<file path="config.mk">
export PLATFORM = sky130hd
export DESIGN_NAME = br_generator_frac_flat
export DESIGN_NICKNAME = d
export VERILOG_FILES = /design/src/rtl/br_generator_frac_if.sv /design/src/rtl/br_generator_frac.sv /design/src/flat_wrapper.sv
export SDC_FILE = /design/constraint.sdc
export NUM_CORES = 1
export LEC_CHECK = 0
export BUFFER_PORTS_ARGS = -buffer_cell sky130_fd_sc_hd__buf_4
export CORE_ASPECT_RATIO = 0.7
export CORE_MARGIN = 10
export CORE_UTILIZATION = 44
export CTS_BUF_LIST = sky130_fd_sc_hd__clkbuf_8
export DETAILED_ROUTE_END_ITERATION = 10
export SLEW_MARGIN = 25
export SYNTH_ARGS = -nofsm -noshare
export SYNTH_HDL_FRONTEND = slang
export SYNTH_SLANG_ARGS = --single-unit
</file>
<file path="constraint.sdc">
create_clock -name clk -period 10.2 [get_ports clk]
set_input_delay 0 -clock clk [delete_from_list [all_inputs] [get_ports clk]]
set_output_delay 0 -clock clk [all_outputs]
set_load 0.05 [all_outputs]
</file>
<file path="src/rtl/br_generator_frac_if.sv">
// Control/status bundle for the fractional baud-rate generator.
// master: the register block / UART core that programs the generator and consumes ticks.
// slave:  the generator itself.
interface br_generator_frac_if #(
  parameter int DIV_W  = 16,
  parameter int FRAC_W = 4
);
  logic              en;
  logic              resync;
  logic              div_wr;
  logic [DIV_W-1:0]  div_int;
  logic [FRAC_W-1:0] div_frac;
  logic              div_pend;
  logic              tick;
  logic              bit_tick;

  modport master (
    output en, resync, div_wr, div_int, div_frac,
    input  div_pend, tick, bit_tick
  );

  modport slave (
    input  en, resync, div_wr, div_int, div_frac,
    output div_pend, tick, bit_tick
  );
endinterface

</file>
<file path="src/rtl/br_generator_frac.sv">
// Runtime-programmable baud-rate generator with integer+fraction divisor.
// Produces an oversample tick (tick) and a bit tick (bit_tick, every OVS-th tick).
// Divisor writes land in a shadow register and are applied only at a period boundary
// (or immediately when the generator is idle/resyncing), so periods are never cut short.
// Optional macro BRG_FRAC_EN: when defined, a fractional accumulator stretches a period by
// one cycle on each accumulator overflow; when undefined, the period is div_int only.
module br_generator_frac #(
  parameter int CLK_FREQ  = 100_000_000,
  parameter int BAUD_RATE = 19200,
  parameter int OVS       = 16,
  parameter int DIV_W     = 16,
  parameter int FRAC_W    = 4
) (
  input logic               clk,
  input logic               reset,
  br_generator_frac_if.slave bus
);

  localparam int OVS_W = (OVS > 1) ? $clog2(OVS) : 1;
  localparam logic [63:0] DIV_RST =
    (64'(CLK_FREQ) << FRAC_W) / (64'(BAUD_RATE) * 64'(OVS));
  localparam logic [DIV_W-1:0] RST_INT  = DIV_RST[FRAC_W +: DIV_W];
  localparam logic [OVS_W-1:0] OVS_LAST = OVS_W'(OVS - 1);

  // Periods shorter than two cycles would make tick back-to-back; saturate at 2.
  function automatic logic [DIV_W-1:0] clamp_int(input logic [DIV_W-1:0] v);
    return (v < DIV_W'(2)) ? DIV_W'(2) : v;
  endfunction

  logic [DIV_W-1:0] act_int;
  logic [DIV_W-1:0] shd_int;
  logic             pend;
  logic [DIV_W-1:0] cnt;
  logic [OVS_W-1:0] ovs_cnt;
  logic             tick_flag;
  logic             bit_flag;
  logic [DIV_W:0]   period;
  logic [DIV_W:0]   last_cnt;
  logic             boundary;
  logic             apply;
  logic             carry;

`ifdef BRG_FRAC_EN
  localparam logic [FRAC_W-1:0] RST_FRAC = DIV_RST[FRAC_W-1:0];

  logic [FRAC_W-1:0] act_frac;
  logic [FRAC_W-1:0] shd_frac;
  logic [FRAC_W-1:0] acc;
  logic [FRAC_W:0]   acc_sum;

  assign acc_sum = {1'b0, acc} + {1'b0, act_frac};

  // Fractional divisor fields and accumulator; carry stretches the following period by one.
  always_ff @(posedge clk or negedge reset) begin
    if (!reset) begin
      act_frac <= RST_FRAC;
      shd_frac <= RST_FRAC;
      acc      <= '0;
      carry    <= 1'b0;
    end else begin
      if (apply) act_frac <= shd_frac;
      if (bus.div_wr) shd_frac <= bus.div_frac;
      if (bus.resync || apply) begin
        acc   <= '0;
        carry <= 1'b0;
      end else if (boundary) begin
        {carry, acc} <= acc_sum;
      end
    end
  end
`else
  assign carry = 1'b0;
`endif

  // Current period length, end-of-period detect and shadow-apply decision.
  always_comb begin
    period   = {1'b0, clamp_int(act_int)} + {{DIV_W{1'b0}}, carry};
    last_cnt = period - (DIV_W+1)'(1);
    boundary = bus.en && ({1'b0, cnt} == last_cnt);
    // A pending divisor waits for a boundary while running, but is taken at once when idle.
    apply    = pend && (bus.resync || !bus.en || boundary);
  end

  // Integer divisor: active copy, shadow copy and pending flag.
  always_ff @(posedge clk or negedge reset) begin
    if (!reset) begin
      act_int <= RST_INT;
      shd_int <= RST_INT;
      pend    <= 1'b0;
    end else begin
      if (apply) act_int <= shd_int;
      if (bus.div_wr) begin
        shd_int <= bus.div_int;
        pend    <= 1'b1;
      end else if (apply) begin
        pend    <= 1'b0;
      end
    end
  end

  // Period counter, oversample counter and registered tick pulses.
  always_ff @(posedge clk or negedge reset) begin
    if (!reset) begin
      cnt       <= '0;
      ovs_cnt   <= '0;
      tick_flag <= 1'b0;
      bit_flag  <= 1'b0;
    end else if (bus.resync) begin
      cnt       <= '0;
      ovs_cnt   <= '0;
      tick_flag <= 1'b0;
      bit_flag  <= 1'b0;
    end else if (!bus.en) begin
      tick_flag <= 1'b0;
      bit_flag  <= 1'b0;
      if (apply) cnt <= '0;
    end else if (boundary) begin
      cnt       <= '0;
      tick_flag <= 1'b1;
      bit_flag  <= (ovs_cnt == OVS_LAST);
      ovs_cnt   <= (ovs_cnt == OVS_LAST) ? '0 : ovs_cnt + OVS_W'(1);
    end else begin
      cnt       <= cnt + DIV_W'(1);
      tick_flag <= 1'b0;
      bit_flag  <= 1'b0;
    end
  end

  assign bus.tick     = tick_flag;
  assign bus.bit_tick = bit_flag;
  assign bus.div_pend = pend;

endmodule
</file>
<file path="src/flat_wrapper.sv">
// flat-port wrapper written by rule: the top's interface ports become plain ports
module br_generator_frac_flat 
#(
  parameter int CLK_FREQ  = 100_000_000,
  parameter int BAUD_RATE = 19200,
  parameter int OVS       = 16,
  parameter int DIV_W     = 16,
  parameter int FRAC_W    = 4
)
  (clk, reset, bus_en, bus_resync, bus_div_wr, bus_div_int, bus_div_frac, bus_div_pend, bus_tick, bus_bit_tick);
  br_generator_frac_if #(.DIV_W(DIV_W), .FRAC_W(FRAC_W)) bus_i ();
  input logic clk;
  input logic reset;
  input wire logic [$bits(bus_i.en)-1:0] bus_en;
  input wire logic [$bits(bus_i.resync)-1:0] bus_resync;
  input wire logic [$bits(bus_i.div_wr)-1:0] bus_div_wr;
  input wire logic [$bits(bus_i.div_int)-1:0] bus_div_int;
  input wire logic [$bits(bus_i.div_frac)-1:0] bus_div_frac;
  output wire logic [$bits(bus_i.div_pend)-1:0] bus_div_pend;
  output wire logic [$bits(bus_i.tick)-1:0] bus_tick;
  output wire logic [$bits(bus_i.bit_tick)-1:0] bus_bit_tick;
  assign bus_i.en = bus_en;
  assign bus_i.resync = bus_resync;
  assign bus_i.div_wr = bus_div_wr;
  assign bus_i.div_int = bus_div_int;
  assign bus_i.div_frac = bus_div_frac;
  assign bus_div_pend = bus_i.div_pend;
  assign bus_tick = bus_i.tick;
  assign bus_bit_tick = bus_i.bit_tick;
  br_generator_frac #(.CLK_FREQ(CLK_FREQ), .BAUD_RATE(BAUD_RATE), .OVS(OVS), .DIV_W(DIV_W), .FRAC_W(FRAC_W)) u_core (.clk(clk), .reset(reset), .bus(bus_i));
endmodule
</file>
==> results.json, run 1 <==
{
  "cp_max_fo": 24,
  "muxShareOfSynthArea": 0.1409,
  "r2r-end": "u_core.act_int[10]$_DFFE_PN0P_",
  "cp_cell_sequence": "or4_1 > nand4bb_1 > nor2b_1 > ha_1 > o21ba_2 > a221oi_1 > o211ai_1 > nor3_1 > o2111ai_1 > o31ai_4 > nand2_4 > mux2_4",
  "setup_viol": 0,
  "swShare": 0.2956,
  "routabilityCongestion": 0.8034,
  "dp_slack_ns": 5.084,
  "wl_per_cell_microns": 16.16,
  "die_x_microns": 120.6,
  "ys.flop_type": "dfrtp_1",
  "drt_wl_total_microns": 6852,
  "slew_violations": 0,
  "p_seq_frac": 0.551,
  "grt_max_degree": 56,
  "report.final.hold_viol_count": 0,
  "initial_core_util": 0.4572,
  "peakVddDrop_mv": 0.07082,
  "p_int_uw": 341.6,
  "synth_cell_type_count": 53,
  "crit_buf_inv": 0,
  "timing.rr.start": "u_core.act_int[12]$_DFFE_PN0P_",
  "synth.top_cell.area_share": 0.3772,
  "vias_per_cell": 5.632,
  "crit_slowest_cell": "o31ai_4",
  "postRouteAntennaNets": 0,
  "cts_buffer_depth": 2,
  "synth-compound-area-share": 0.1296,
  "path_class": "flip-flop to flip-flop",
  "avgSynthCellArea_sq_um": 10.53,
  "placed_area_sq_um": 3344,
  "critical-path-top-delay-family": "simple AND/OR/NAND/NOR gates",
  "clock_power_share": 0.251,
  "n_fill_cell": 646,
  "p_switching_uw": 143.3,
  "drv_cap": 0,
  "relSlewSlack": 0.3576,
  "netlist_area_sq_um": 3118,
  "drt_iter0_markers": 155,
  "power_frac_comb": 0.198,
  "dieArea_sq_um": 10910,
  "dr.pass1.iters": 4,
  "r2r_cells": 12,
  "min_period_over_period": 0.4807,
  "drc": 0,
  "synth_edf_count": 0,
  "cts-buffers-inserted": 5,
  "die_h_microns": 90.43,
  "synth.area.top_cells": "dfrtp_1 (38%), mux2_2 (8.3%), dfstp_2 (6.7%)",
  "yosysTopAreaCell": "dfrtp_1",
  "netlist_instances": 296,
  "status": "finished clean",
  "routed.top_layer": "met4",
  "worstPathArrival_ns": 5.11,
  "multiInputGateArea_sq_um": 1648,
  "cts-htree-levels": 2,
  "postCtsSetupRepairBufs": 0,
  "synthSimpleGateAreaFrac": 0.2018,
  "synthArstFlopShare": 1.000,
  "ys_warn_count": 0,
  "boundaryPins": 28,
  "finalCriticalPeriod_ns": 4.903,
  "yosys-top-cells-count": "dfrtp_1 (47), mux2_2 (23), nor2_1 (18)",
  "cts_sinks": 55,
  "rsz0062_at_grt": "no",
  "hpwl_microns": 4884,
  "path_clk_slew_ns": 0.10,
  "critPathRequiredTime_ns": 10.40,
  "tightestPinTransition_ns": 0.9636,
  "antenna_found_initial": 0,
  "grt_pass1_wl_microns": 11640,
  "ctsResizeCount": 0,
  "seq_area_frac_synth": 0.4446,
  "cts_tree": "yes",
  "critPathLaunch": "u_core.act_int[12]$_DFFE_PN0P_",
  "syn_to_final_growth_pct": 16.05,
  "syn_nets": 324,
  "crit_path_end_kind": "flip-flop",
  "power_per_cell_area_nw_per_um2": 134.0,
  "yosys.area_share.xor_xnor": 0.04213,
  "fmax_mhz": 203.9,
  "crit_path_end": "u_core.act_int[10]$_DFFE_PN0P_",
  "yosysMostFrequentCell": "dfrtp_1",
  "met2_length_microns": 3095,
  "rows": 25,
  "finClkSkew_ns": 0.009882,
  "drive_gt1_frac": 0.2455,
  "cp_num_cells": 12,
  "wl_met3_microns": 346,
  "synth_top_family_by_area": "simple AND/OR/NAND/NOR gates",
  "fin_tns_setup_ns": 0,
  "fin_nets": 357,
  "met1_length_microns": 3366,
  "io_buffers": 23,
  "r2r_slack_ns": 5.30,
  "root_buffer": "clkbuf_8",
  "grt_use_total": 0.1281,
  "ys_ff_latch": 55,
  "clkLatencyLatePin_ns": 0.31,
  "grt_pass1_vias": 2262,
  "p_leak_uw": 0.001569,
  "worst_slack_ns": 5.297,
  "stdcell_area_sq_um": 3618,
  "vias": 2388,
  "regArea_sq_um": 1386,
  "diodes": 0,
  "synth-adder-area-share": 0.01204,
  "worstHoldPathType": "input pin to flip-flop",
  "cpPeakStageDelay_ns": 0.82,
  "design.core.area_sq_um": 6819,
  "start_kind": "flip-flop",
  "hold_depth": 2,
  "grt.overflow.total": 0
}
## layer usage
| layer | global-route usage | vias to the layer above |
|---|---|---|
| li1 | - | 1156 |
| met5 | 0 | - |
| met2 | 0.1900 | 48 |
| met4 | 0.02405 | 0 |
| met1 | 0.1850 | 1180 |
| met3 | 0.02873 | 4 |
## worst register-to-register path, delay by kind of cell, from the launching register on
family	cells	cell delay (ns)
adders and majority gates	1	0.31
muxes	1	0.40
AOI/OAI and AO/OA	5	1.75
and+or+nand+nor	5	1.85
DFF	1	0.49
## cells by family after synthesis
logic type,Yosys count
buf+inv,21
xor+xnor,15
simple gates,111
flops,55
fa+ha+maj,3
compound gates,55
mux,36
## per-stage QoR
stage               instances    util  power (uW)  hold slack (ns)
floorplan                 296       -       332.6          -0.2956
global placement          398  0.4905       357.1          0.09266
detailed placement        398  0.4905       361.4          0.09487
CTS                       424  0.5297       488.5          0.05952
global route              424  0.5306       512.9          0.06931
finish                    424  0.5306       484.9          0.05343
## how the worst min path moves through the flow
| stage | startpoint | endpoint |
|---|---|---|
| after floorplan | reset | u_core.act_int[10]$_DFFE_PN0P_ |
| after global placement | reset | u_core.ovs_cnt[2]$_DFFE_PN0P_ |
| after detailed placement | reset | u_core.bus.bit_tick$_DFF_PN0_ |
| after CTS | bus_div_wr | u_core.bus.div_pend$_DFFE_PN0P_ |
| after global routing | bus_div_wr | u_core.bus.div_pend$_DFFE_PN0P_ |
| final | bus_div_wr | u_core.bus.div_pend$_DFFE_PN0P_ |
## layout by cell type (no fill, tap or decap), types with 3 or more instances in the layout
| cell type | netlist | final |
|---|---|---|
| a211o_1 | 5 | 5 |
| a21o_1 | 7 | 7 |
| a21oi_1 | 5 | 5 |
| a22o_1 | 3 | 3 |
| and3_1 | 6 | 6 |
| and4_1 | 4 | 4 |
| buf_4 | 0 | 24 |
| clkbuf_8 | 0 | 5 |
| dfrtp_1 | 47 | 47 |
| dfstp_2 | 8 | 8 |
| dlygate4sd3_1 | 0 | 18 |
| ha_1 | 3 | 3 |
| inv_1 | 5 | 5 |
| mux2_2 | 23 | 23 |
| mux2_4 | 10 | 10 |
| mux2i_1 | 3 | 3 |
| nand2_1 | 16 | 16 |
| nand2b_1 | 4 | 4 |
| nand3_1 | 14 | 14 |
| nand4_1 | 6 | 6 |
| nor2_1 | 18 | 18 |
| nor2b_1 | 6 | 6 |
| nor3_1 | 13 | 13 |
| nor3b_1 | 5 | 5 |
| nor4_1 | 7 | 6 |
| o21ai_0 | 16 | 16 |
| xnor2_1 | 7 | 7 |
| xor2_1 | 8 | 8 |
## timing repair
item                       in CTS  in global routing
hold buffers                   18                  0
hold endpoints to repair       67                  0
setup endpoints to repair       0                  0
## flip-flops by register name, indices dropped and copies added (netlist names)
name and cells:
u_core.bus.bit_tick 1, u_core.bus.div_pend 1, u_core.act_int 16, u_core.shd_int 16
u_core.ovs_cnt 4, u_core.bus.tick 1, u_core.cnt 16
## area by class of cell
cell class              instances  area share
multi-input cells             220      0.4554
clock buffers                   5     0.01902
inverters                       5    0.005187
repair buffers                 42     0.09959
flip-flops and latches         55      0.3831
clock inverters                 3    0.005187
well taps                      94     0.03250
## power by group through the flow
stage / clock network (uW) / registers, uW / logic, uW
after floorplan: 0 / 262 / 70.8
after global placement: 0 / 269 / 87.9
after detailed placement: 0 / 271 / 90.5
after CTS: 126 / 267 / 96.4
after global routing: 135 / 271 / 107
final: 121 / 267 / 96.2
Power figures use the tool's default switching activity.
==> run 2: changes to the inputs <==
clock period = 5.1 ns   (was 10.2 ns; I/O delays follow)
==> run 2 against run 1 <==
- critical path depth grew 1
- utilization grew 0.092 points
- worst setup slack got worse by 4.5 ns
- sequential power rose by 99%
- final area rose by 0.17%
- combinational power grew 100%
- worst hold slack better by 0.0088 ns
- clock power grew 95%
- maximum frequency increased by 14%
- die area did not move
- register-to-register slack got worse by 4.5 ns
- highest routed layer unchanged
==> results.json, run 2 (synthesized netlist as in run 1, its figures left out) <==
{
  "crit_path_end_kind": "flip-flop",
  "r2r_slack_ns": 0.82,
  "diodes": 0,
  "cts-buffers-inserted": 5,
  "postCtsSetupRepairBufs": 0,
  "drive_gt1_frac": 0.2440,
  "tightestPinTransition_ns": 0.9296,
  "wl_per_cell_microns": 15.32,
  "worstHoldPathType": "input pin to flip-flop",
  "dr.pass1.iters": 4,
  "die_h_microns": 90.43,
  "power_per_cell_area_nw_per_um2": 265.2,
  "cp_cell_sequence": "or4_1 > nand4bb_1 > nor2b_1 > ha_1 > o21ba_2 > a221oi_1 > o211ai_1 > nor3_1 > o2111ai_1 > o31ai_4 > buf_4 > nor3_1 > a211o_1",
  "min_period_over_period": 0.8400,
  "grt_use_total": 0.1257,
  "vias": 2325,
  "fin_nets": 359,
  "power_frac_comb": 0.201,
  "antenna_found_initial": 0,
  "reg_top3": "u_core.act_int x16, u_core.cnt x16, u_core.shd_int x16",
  "report.final.hold_viol_count": 0,
  "crit_buf_inv": 1,
  "power_uw": 961.4,
  "design.core.area_sq_um": 6819,
  "start_kind": "flip-flop",
  "grt.overflow.total": 0,
  "io_buffers": 23,
  "path_clk_slew_ns": 0.09,
  "p_switching_uw": 279.8,
  "syn_to_final_growth_pct": 16.25,
  "fmax_mhz": 233.4,
  "cts_buffer_depth": 2,
  "hpwl_microns": 4707,
  "drt_wl_total_microns": 6527,
  "cp_max_fo": 23,
  "p_leak_uw": 0.001576,
  "drc": 0,
  "boundaryPins": 28,
  "critical-path-top-delay-family": "simple AND/OR/NAND/NOR gates",
  "finalCriticalPeriod_ns": 4.284,
  "path_class": "flip-flop to flip-flop",
  "vias_per_cell": 5.458,
  "swShare": 0.2911,
  "fin_tns_setup_ns": 0,
  "cts_tree": "yes",
  "dieArea_sq_um": 10910,
  "setup_viol": 0,
  "postRouteAntennaNets": 0,
  "die_x_microns": 120.6,
  "rows": 25,
  "cpMostUsedCell": "nor3_1",
  "cts_sinks": 55,
  "root_buffer": "clkbuf_8",
  "layout_common_cells": "dfrtp_1 (47), buf_4 (26), mux2_2 (23), nor2_1 (18), dlygate4sd3_1 (18)",
  "clock_power_share": 0.245,
  "cpPeakStageDelay_ns": 0.58,
  "clkLatencyLatePin_ns": 0.31,
  "final_common_cell": "dfrtp_1",
  "rsz0062_at_grt": "no",
  "p_seq_frac": 0.554,
  "grt_max_degree": 56,
  "worstPathArrival_ns": 4.48,
  "drv_cap": 0,
  "critPathRequiredTime_ns": 5.30,
  "status": "finished clean",
  "grt_pass1_vias": 2261,
  "cts-htree-levels": 2,
  "drt_iter0_markers": 141,
  "initial_core_util": 0.4572,
  "grt_pass1_wl_microns": 11520,
  "n_fill_cell": 648,
  "crit_slowest_cell": "or4_1",
  "peakVddDrop_mv": 0.1307,
  "p_int_uw": 681.5,
  "slew_violations": 0,
  "relSlewSlack": 0.3745,
  "finClkSkew_ns": 0.006007,
  "routabilityCongestion": 0.7946
}
run 2: cell types whose count changed in the layout (fill, tap and decap cells not counted):
| cell | before | now |
|---|---|---|
| buf_4 | 24 | 26 |
| clkinv_2 | 2 | 1 |
| clkinvlp_4 | 0 | 1 |
| inv_1 | 5 | 6 |
| inv_6 | 1 | 0 |
| nor4_1 | 6 | 7 |
| nor4_2 | 1 | 0 |
run 2: cell type report:
class                           count  area, sq um  share of cell area
Timing Repair Buffer               44        375.4              0.1036
Tap cell                           94        117.6             0.03245
Clock inverter                      3        16.27            0.004487
Sequential cell                    55         1386              0.3825
Clock buffer                        5        68.82             0.01899
Multi-Input combinational cell    220         1642              0.4529
Inverter                            5        18.77            0.005178
run 2: repair_timing:
action                                  in CTS  in global routing
endpoints found under the setup margin       0                  0
hold buffers                                18                  0
gates resized for setup                      0                  0
endpoints found under the hold margin       68                  0
run 2: per-stage QoR:
stage	setup WS, ns	std cells	hold WS (ns)	util	cell area (sq um)
after floorplan	1.235	296	-0.2956	-	3118
after global placement	0.9479	400	0.09768	0.4927	3359
after detailed placement	0.8620	400	0.08861	0.4927	3359
after CTS	0.8481	426	0.06731	0.5316	3625
after global routing	0.5090	426	0.07397	0.5316	3625
final	0.8158	426	0.06226	0.5316	3625
run 2: worst paths after layout:
check                                               startpoint                              end  cells past startpoint
max in group asynchronous                                reset    u_core.act_int[5]$_DFFE_PN0P_                      2
worst max-delay path            u_core.act_int[12]$_DFFE_PN0P_       u_core.cnt[11]$_DFFE_PN0P_                     13
worst min-delay path                                bus_div_wr  u_core.bus.div_pend$_DFFE_PN0P_                      2
worst min register to register  u_core.shd_int[10]$_DFFE_PN0P_   u_core.act_int[10]$_DFFE_PN0P_                      1
min in group asynchronous                                reset    u_core.ovs_cnt[2]$_DFFE_PN0P_                      2
worst max register to register  u_core.act_int[12]$_DFFE_PN0P_       u_core.cnt[11]$_DFFE_PN0P_                     13
run 2: routing by layer:
metal	track usage	vias up	routed length (microns)
li1	-	1172	-
met1	0.1874	1103	3375
met2	0.1755	43	2806
met3	0.02873	7	294
met4	0.03106	0	50
met5	0	-	0
run 2: power groups by stage:
stage / Clock [uW] / Sequential (uW) / Combinational [uW]
finish: 236 / 532 / 193
global route: 265 / 542 / 215
CTS: 246 / 532 / 194
detailed placement: 0 / 541 / 182
global placement: 0 / 539 / 178
floorplan: 0 / 524 / 142
